--- src/rtl/clk_recover_pkg.sv ---
// Shared constants and helpers for the clk_recover bit-clock recovery block.
package clk_recover_pkg;

  localparam int   OVERSAMPLE_DEF  = 16;
  localparam int   IDLE_BITS_DEF   = 10;
  localparam int   SYNC_STAGES_DEF = 2;
  localparam logic MARK            = 1'b1;

  // Ceiling log2, never narrower than one bit so counters stay declarable.
  function automatic int f_clog2(input int value);
    int result;
    result = 0;
    for (int i = 0; i < 31; i++) begin
      if ((1 << i) < value) begin
        result = i + 1;
      end
    end
    if (result < 1) begin
      result = 1;
    end
    return result;
  endfunction

  function automatic logic f_maj3(input logic [2:0] taps);
    return (taps[0] & taps[1]) | (taps[1] & taps[2]) | (taps[0] & taps[2]);
  endfunction

endpackage

--- src/rtl/sync_majority.sv ---
// Metastability synchroniser for rx; CLK_RECOVER_MAJORITY_EN adds a 3-tap
// 2-of-3 majority filter that swallows single-cycle glitches.
module sync_majority
  import clk_recover_pkg::*;
#(
  parameter int SYNC_STAGES = SYNC_STAGES_DEF
) (
  input  logic clk,
  input  logic rst,
  input  logic rx_i,
  output logic tdi_o
);

  logic [SYNC_STAGES-1:0] sync_q;
  logic [SYNC_STAGES-1:0] sync_d;

  always_comb begin
    sync_d = {sync_q[SYNC_STAGES-2:0], rx_i};
  end

  // Chain resets to mark so releasing reset on an idle line is edge-free.
  always_ff @(posedge clk) begin
    if (rst) begin
      sync_q <= {SYNC_STAGES{MARK}};
    end else begin
      sync_q <= sync_d;
    end
  end

`ifdef CLK_RECOVER_MAJORITY_EN
  logic [2:0] taps_q;
  logic [2:0] taps_d;

  always_comb begin
    taps_d = {taps_q[1:0], sync_q[SYNC_STAGES-1]};
  end

  always_ff @(posedge clk) begin
    if (rst) begin
      taps_q <= {3{MARK}};
    end else begin
      taps_q <= taps_d;
    end
  end

  assign tdi_o = f_maj3(taps_q);
`else
  assign tdi_o = sync_q[SYNC_STAGES-1];
`endif

endmodule

--- src/rtl/clk_recover.sv ---
// Oversampling bit-clock recovery: phase counter re-phased on every data edge,
// mid-bit sampler, idle/lock tracking. Build option: CLK_RECOVER_MAJORITY_EN.
module clk_recover
  import clk_recover_pkg::*;
#(
  parameter int OVERSAMPLE   = OVERSAMPLE_DEF,
  parameter int SAMPLE_POINT = OVERSAMPLE / 2,
  parameter int SYNC_STAGES  = SYNC_STAGES_DEF,
  parameter int IDLE_BITS    = IDLE_BITS_DEF
) (
  input  logic clk,
  input  logic rst,
  input  logic rx,
  output logic tck,
  output logic tdi,
  output logic bit_valid,
  output logic bit_data,
  output logic locked,
  output logic line_idle
);

  localparam int              CW         = f_clog2(OVERSAMPLE);
  localparam int              IW         = f_clog2(IDLE_BITS + 1);
  localparam logic [CW-1:0]   CNT_LAST   = CW'(OVERSAMPLE - 1);
  localparam logic [CW-1:0]   CNT_SAMPLE = CW'(SAMPLE_POINT);
  localparam logic [IW-1:0]   IDLE_FULL  = IW'(IDLE_BITS);

  logic          tdi_s;
  logic          edge_s;
  logic          tdi_dly_q;
  logic [CW-1:0] cnt_q,       cnt_d;
  logic          tck_q,       tck_d;
  logic          bit_valid_q, bit_valid_d;
  logic          bit_data_q,  bit_data_d;
  logic [IW-1:0] idle_cnt_q,  idle_cnt_d;
  logic          line_idle_q, line_idle_d;
  logic          locked_q,    locked_d;

  sync_majority #(
    .SYNC_STAGES(SYNC_STAGES)
  ) u_sync (
    .clk  (clk),
    .rst  (rst),
    .rx_i (rx),
    .tdi_o(tdi_s)
  );

  assign edge_s = (tdi_s != tdi_dly_q);

  always_comb begin
    cnt_d = cnt_q;
    if (edge_s) begin
      cnt_d = '0;
    end else if (cnt_q == CNT_LAST) begin
      cnt_d = '0;
    end else begin
      cnt_d = cnt_q + CW'(1);
    end
  end

  // tck and the sample strobe look at the pre-update counter, so an edge only
  // shifts them through the counter value it leaves behind.
  always_comb begin
    tck_d       = (cnt_q >= CNT_SAMPLE);
    bit_valid_d = (cnt_q == CNT_SAMPLE) && !edge_s;
    if (bit_valid_d) begin
      bit_data_d = tdi_s;
    end else begin
      bit_data_d = bit_data_q;
    end
  end

  always_comb begin
    idle_cnt_d = idle_cnt_q;
    if (edge_s || (tdi_s != MARK)) begin
      idle_cnt_d = '0;
    end else if ((cnt_q == CNT_LAST) && (idle_cnt_q != IDLE_FULL)) begin
      idle_cnt_d = idle_cnt_q + IW'(1);
    end else begin
      idle_cnt_d = idle_cnt_q;
    end
  end

  // An edge outranks the idle declaration when both land together.
  always_comb begin
    line_idle_d = (idle_cnt_q == IDLE_FULL);
    if (edge_s) begin
      locked_d = 1'b1;
    end else if (line_idle_d && !line_idle_q) begin
      locked_d = 1'b0;
    end else begin
      locked_d = locked_q;
    end
  end

  always_ff @(posedge clk) begin
    if (rst) begin
      tdi_dly_q   <= MARK;
      cnt_q       <= '0;
      tck_q       <= 1'b0;
      bit_valid_q <= 1'b0;
      bit_data_q  <= MARK;
      idle_cnt_q  <= '0;
      line_idle_q <= 1'b0;
      locked_q    <= 1'b0;
    end else begin
      tdi_dly_q   <= tdi_s;
      cnt_q       <= cnt_d;
      tck_q       <= tck_d;
      bit_valid_q <= bit_valid_d;
      bit_data_q  <= bit_data_d;
      idle_cnt_q  <= idle_cnt_d;
      line_idle_q <= line_idle_d;
      locked_q    <= locked_d;
    end
  end

  assign tdi       = tdi_s;
  assign tck       = tck_q;
  assign bit_valid = bit_valid_q;
  assign bit_data  = bit_data_q;
  assign locked    = locked_q;
  assign line_idle = line_idle_q;

endmodule

--- config.mk ---
export PLATFORM = sky130hd
export DESIGN_NAME = clk_recover
export DESIGN_NICKNAME = d
export VERILOG_FILES = /design/src/rtl/clk_recover_pkg.sv /design/src/rtl/sync_majority.sv /design/src/rtl/clk_recover.sv
export SDC_FILE = /design/constraint.sdc
export NUM_CORES = 1
export LEC_CHECK = 0
export CORE_AREA = 5 5 42 44
export DETAILED_ROUTE_END_ITERATION = 10
export DIE_AREA = 0 0 47 49
export GPL_ROUTABILITY_DRIVEN = 0
export PLACE_DENSITY = 0.8
export SETUP_SLACK_MARGIN = 0.15
export SYNTH_ARGS = -nofsm -noshare
export SYNTH_HDL_FRONTEND = slang
export SYNTH_HIERARCHICAL = 1
export SYNTH_SLANG_ARGS = --single-unit
--- constraint.sdc ---
create_clock -name clk -period 3.2 [get_ports clk]
set_clock_uncertainty 0.1 [all_clocks]
set_input_delay 0.48 -clock clk [delete_from_list [all_inputs] [get_ports clk]]
set_output_delay 0.48 -clock clk [all_outputs]
set_load 0.01 [all_outputs]
==> impl_metrics.csv, run 1 <==
group,metric,value,unit
run_status,status,"completed",
setup_path,path_delay_family,"buffers and inverters",
job,max_cap_viol_count,0,
setup_path,criticalPathCategory,"reg -> out",
routing,first_iter_violations,5,
clocking,postCtsHoldBufs,0,
grt,grt_use_total,0.102,
clocking,cts_root_buf,"clkbuf_4",
grt,grt_overflow,0,
sta,report.final.slew_viol_count,0,
worst_hold_path,holdPathEnd,"u_sync/sync_q[1]$_SDFF_PP1_",
setup_path,cp_data_arrival_time,1210,ps
sta,max_freq,557,MHz
setup_path,max_stage_delay,550,ps
cells_and_area,area_growth,20.8,%
placed_design,dp_worst_setup_slack,1520,ps
floorplan,ios,9,
cells_and_area,final_layout_size_suffix_gt1_frac,0.0789,
logic_synthesis,synth_fp_nets,73,
clocking,cts_setup_buffers,0,
clocking,clkTransAtPathRegs,90,ps
setup_path,cp-startpoint,"u_sync/sync_q[1]$_SDFF_PP1_",
setup_path,crit_path_start_kind,"flip-flop",
setup_path,r2r_cells,4,
grt,grt_pass1_vias,410,
logic_synthesis,synth_area_leaders,"dfxtp_1 50%, ha_1 9.8%, a21oi_1 3.9%",
floorplan,die_y,49,microns
routing,drc,0,
cells_and_area,antenna_cells,0,
grt,grt_max_degree,12,
pwr,vdd_drop_max,0.281,mV
logic_synthesis,syn_area_per_cell,9.80,sq um
clocking,post_cts_resize_count,0,
routing,drt.antenna.violating_nets,0,
floorplan,dieArea,2300,sq um
floorplan,initial_core_util,0.454,
worst_hold_path,hold_path_class,"reg -> reg",
logic_synthesis,ys_seq_area_frac,0.503,
clocking,cts_tree,"yes",
placed_design,placed_cell_area,733,sq um
grt,antenna_found_initial,0,
sta,relSlewSlack,0.792,
logic_synthesis,synth_top_area_cell,"dfxtp_1",
routing,num_vias,461,
setup_path,ff2ff_setup_slack,1700,ps
sta,setup_tns,0,ps
setup_path,reg2reg_from,"u_sync/sync_q[1]$_SDFF_PP1_",
sta,rsz0062_at_grt,"false",
sta,tightestPinTransition,312,ps
clocking,insertion_delay,280,ps
setup_path,path_buf_inv,1,
setup_path,r2r_end,"bit_data$_SDFFE_PP1P_",
sta,holdWs,345,ps
setup_path,crit_path_cell_trace,"clkdlybuf4s50_1",
logic_synthesis,synth_cell_types,26,
floorplan,coreArea,1400,sq um
sta,hold_violations,0,
setup_path,crit_path_end_kind,"output port",
clocking,cts_sinks,16,
pwr,p_leak,0.300,nW
logic_synthesis,ys_ff_latch,16,
pwr,p_per_area,469,nW/um^2
sta,worst_slack,1410,ps
clocking,cts_buffers,3,
logic_synthesis,yosysWarnings,6,
routing,via_per_inst,5.01,
logic_synthesis,synth_cells,65,
routing,routedWlPerCell,11.0,microns
setup_path,worstPathRequired,2620,ps
sta,period_share,0.561,
cells_and_area,final_area,769,sq um
placed_design,port_buffers,8,
sta,setup_viol,0,
placed_design,dp_hpwl,751,microns
clocking,htreeDepth,1,
placed_design,dpl.cell_count,88,
sta,period_needed,1790,ps
floorplan,die_w,47,microns
grt,grt_pass1_wl,1710,microns
setup_path,cp_max_fo,4,
logic_synthesis,syn_area,637,sq um
cells_and_area,fillers,135,
cells_and_area,fin_cells,92,
clocking,clockBufferDepth,2,
worst_hold_path,min_path_cells,1,
logic_synthesis,synth_top_area_share,0.503,
routing,wirelength,1010,microns
cells_and_area,final_nets,85,
routing,firstDrtPassIters,4,
floorplan,num_rows,14,
setup_path,crit_slowest_cell,"clkdlybuf4s50_1",
worst_hold_path,hp-start,"u_sync/sync_q[0]$_SDFF_PP1_",
-- how the worst max path moves through the flow --
stage                                       endpoint  slack, ps  cells after the start
final                                            tdi       1410                      1
after global routing                             tdi       1360                      1
after CTS                                        tdi       1390                      1
after detailed placement  idle_cnt_q[1]$_SDFFE_PP0P_       1520                      3
after global placement    idle_cnt_q[1]$_SDFFE_PP0P_       1550                      3
after floorplan                bit_data$_SDFFE_PP1P_       1740                      4
-- cell usage after synthesis (all sizes together) --
library cell / count
a211o: 1
a211oi: 1
a21oi: 5
and3: 2
and3b: 1
and4bb: 1
clkbuf: 1
dfxtp: 16
ha: 5
inv: 4
nand2: 2
nand2b: 1
nand3: 4
nand3b: 1
nand4: 1
nor2: 5
nor2b: 3
nor3: 1
o21ai: 3
or2: 3
or3: 2
xnor2: 1
xor2: 1
-- metal layers --
layer,up-vias,global-route usage,wire [microns]
met2,7,0.149,457
met4,0,0.0691,35
met5,-,0,0
li1,243,-,-
met1,207,0.126,480
met3,4,0.0221,39
-- report_power, final --
part | internal, mW | switching (mW)
registers | 0.205 | 0.00462
logic | 0.0112 | 0.00981
clock network | 0.0692 | 0.0617
total | 0.285 | 0.0761
-- final cells by class --
cell class	count	area [sq um]	area share
flip-flops and latches	16	320	0.416
multi-input cells	44	298	0.387
repair buffers	8	80.1	0.104
clock buffers	4	36.3	0.0472
well taps	16	20.0	0.0260
inverters	4	15.0	0.0195
-- sequential cells by signal, indices dropped and copies added, names as in the netlist --
register and cells:
u_sync/sync_q 2, locked 1, line_idle 1, tck 1, tdi_dly_q 1, bit_data 1, idle_cnt_q 4, cnt_q 4
bit_valid 1
-- cells by family after synthesis --
logic type,Yosys count,synth area share
AO/OA/AOI/OAI,10,0.0884
flip-flops,16,0.503
adder cells (fa/ha/maj),5,0.0982
buffers and inverters,5,0.0295
XOR/XNOR,2,0.0275
AND/OR/NAND/NOR,27,0.253
-- metrics by stage --
step	total power, mW	util
after CTS	0.362	0.549
after floorplan	0.226	-
after global placement	0.234	0.523
after global routing	0.377	0.549
final	0.361	0.549
after detailed placement	0.235	0.523
-- cells in the final DEF (no fill, tap or decap), types with 2 or more instances in the layout --
cell type	instances
o21ai_0	2
or2_1	3
or3_1	2
nor2b_1	3
ha_1	5
nand3_1	3
dfxtp_1	16
a21oi_1	5
clkbuf_4	3
inv_1	4
clkdlybuf4s50_1	8
nor2_1	5
nand2_1	2
No activity file was read; power rests on OpenSTA's default activity.
==> run 2: changes to the inputs <==
--- a/config.mk
+++ b/config.mk
@@ -5,11 +5,11 @@
 export SDC_FILE = /design/constraint.sdc
 export NUM_CORES = 1
 export LEC_CHECK = 0
-export CORE_AREA = 5 5 42 44
+export CORE_MARGIN = 5
+export CORE_UTILIZATION = 49
 export DETAILED_ROUTE_END_ITERATION = 10
-export DIE_AREA = 0 0 47 49
 export GPL_ROUTABILITY_DRIVEN = 0
-export PLACE_DENSITY = 0.8
+export PLACE_DENSITY = 0.82
 export SETUP_SLACK_MARGIN = 0.15
 export SYNTH_ARGS = -nofsm -noshare
 export SYNTH_HDL_FRONTEND = slang
==> constraint.sdc (replaced) <==
create_clock -name clk -period 1.69 [get_ports clk]
set_clock_uncertainty 0.1 [all_clocks]
set_input_delay 0.2535 -clock clk [delete_from_list [all_inputs] [get_ports clk]]
set_output_delay 0.2535 -clock clk [all_outputs]
set_load 0.01 [all_outputs]
==> impl_metrics.csv, run 2 (synthesis results as in run 1) <==
group,metric,value,unit
setup_path,worstPathRequired,1760,ps
pwr,power.internal,543,uW
clocking,postCtsHoldBufs,0,
sta,period_share,0.881,
setup_path,crit_path_cell_trace,"ha_4 > and4bb_1 > nor2b_1 > a211o_1",
floorplan,initial_core_util,0.502,
pwr,seqPwrFrac,0.578,
pwr,vdd_drop_max,0.499,mV
grt,grt_overflow,0,
cells_and_area,area_growth,25.5,%
placed_design,port_buffers,8,
routing,firstDrtPassIters,4,
cells_and_area,final_nets,86,
floorplan,num_rows,13,
pwr,p_sw,146,uW
cells_and_area,most-common-layout-cells,"14 x dfxtp_1, 5 x a21oi_1, 5 x nor2_1",
pwr,combPwrFrac,0.063,
setup_path,criticalPathCategory,"reg -> reg",
cells_and_area,multi_input_area,313,sq um
run_status,status,"completed",
routing,routedWlPerCell,12.2,microns
worst_hold_path,hold_path_class,"reg -> reg",
clocking,cts_tree,"yes",
sta,setup_tns,0,ps
setup_path,crit_path_start_kind,"flip-flop",
cells_and_area,fillers,112,
clocking,insertion_delay,280,ps
routing,drc,0,
clocking,htreeDepth,1,
clocking,cts_sinks,16,
grt,grt_use_total,0.125,
job,max_cap_viol_count,0,
clocking,cts_root_buf,"clkbuf_4",
setup_path,crit_path_end_kind,"flip-flop",
pwr,clkPwrFrac,0.359,
placed_design,dp_worst_setup_slack,216,ps
clocking,clockBufferDepth,2,
setup_path,crit_slowest_cell,"dfxtp_1",
placed_design,dp_hpwl,820,microns
floorplan,ios,9,
setup_path,cp_max_fo,4,
grt,grt_max_degree,10,
floorplan,dieArea,2120,sq um
setup_path,max_stage_delay,420,ps
clocking,cts_buffers,3,
sta,tightestPinTransition,237,ps
routing,drt.antenna.violating_nets,0,
setup_path,cp_data_arrival_time,1560,ps
routing,via_per_inst,5.16,
floorplan,die_y,46.1,microns
pwr,p_leak,0.337,nW
grt,grt_pass1_vias,457,
sta,setup_viol,0,
cells_and_area,seq_area,323,sq um
sta,worst_slack,201,ps
clocking,clkTransAtPathRegs,90,ps
floorplan,die_w,46.1,microns
sta,report.final.slew_viol_count,0,
sta,rsz0062_at_grt,"true",
cells_and_area,antenna_cells,0,
grt,grt_pass1_wl,1850,microns
routing,num_vias,475,
routing,wirelength,1120,microns
cells_and_area,final_common_cell,"dfxtp_1",
grt,antenna_found_initial,0,
sta,relSlewSlack,0.842,
sta,period_needed,1490,ps
floorplan,coreArea,1270,sq um
pwr,swShare,0.212,
cells_and_area,final_layout_size_suffix_gt1_frac,0.143,
sta,hold_violations,0,
sta,max_freq,672,MHz
cells_and_area,final_util,0.630,
pwr,p_per_area,862,nW/um^2
routing,first_iter_violations,2,
cells_and_area,reg_top3,"cnt_q (4), idle_cnt_q (4), u_sync/sync_q (2)",
run 2: power by group through the flow:
| stage | logic (mW) | clock network, mW | registers (mW) |
|---|---|---|---|
| 2_1_floorplan | 0.0241 | 0 | 0.404 |
| 3_3_place_gp | 0.0423 | 0 | 0.404 |
| 3_5_place_dp | 0.0439 | 0 | 0.404 |
| 4_1_cts | 0.0436 | 0.254 | 0.396 |
| 5_1_grt | 0.0515 | 0.272 | 0.399 |
| 6_report | 0.0437 | 0.247 | 0.398 |
run 2: routing by layer:
layer  vias to the layer above  GRT usage  wire length (microns)
met4                         0     0.0682                     11
li1                        246          -                      -
met2                         8      0.203                    550
met3                         2     0.0352                     48
met5                         -          0                      0
met1                       219      0.148                    510
run 2: area by class of cell:
class / count / area share
Tap cell: 15 / 0.0235
Timing Repair Buffer: 9 / 0.117
Clock buffer: 4 / 0.0454
Inverter: 4 / 0.0188
Sequential cell: 16 / 0.404
Multi-Input combinational cell: 44 / 0.391
run 2: through the flow:
stage | hold WS [ps] | total power [mW] | cells | instance area, sq um
5_1_grt | 359 | 0.723 | 92 | 800
3_3_place_gp | 290 | 0.446 | 88 | 739
4_1_cts | 334 | 0.694 | 92 | 774
6_report | 333 | 0.689 | 92 | 800
2_1_floorplan | 251 | 0.428 | 65 | 637
3_5_place_dp | 304 | 0.448 | 88 | 739
run 2: worst max-delay path, delay by kind of cell (launching register included):
kind	cells	cell delay, ps
fa+ha+maj	1	240
flops	1	420
compound gates	1	260
simple gates	2	380
run 2: timing repair:
item	CTS	global route
buffers inserted	0	0
setup endpoints to repair	1	6
pin swaps	0	1
gates resized for setup	1	7
run 2: path summary, 6_finish.rpt:
path / from / to / slack, ps / cells past startpoint
min: u_sync/sync_q[0]$_SDFF_PP1_ / u_sync/sync_q[1]$_SDFF_PP1_ / 330 / 1
max: u_sync/sync_q[1]$_SDFF_PP1_ / bit_data$_SDFFE_PP1P_ / 200 / 4
max reg2reg: u_sync/sync_q[1]$_SDFF_PP1_ / bit_data$_SDFFE_PP1P_ / 200 / 4
min reg2reg: u_sync/sync_q[0]$_SDFF_PP1_ / u_sync/sync_q[1]$_SDFF_PP1_ / 330 / 1
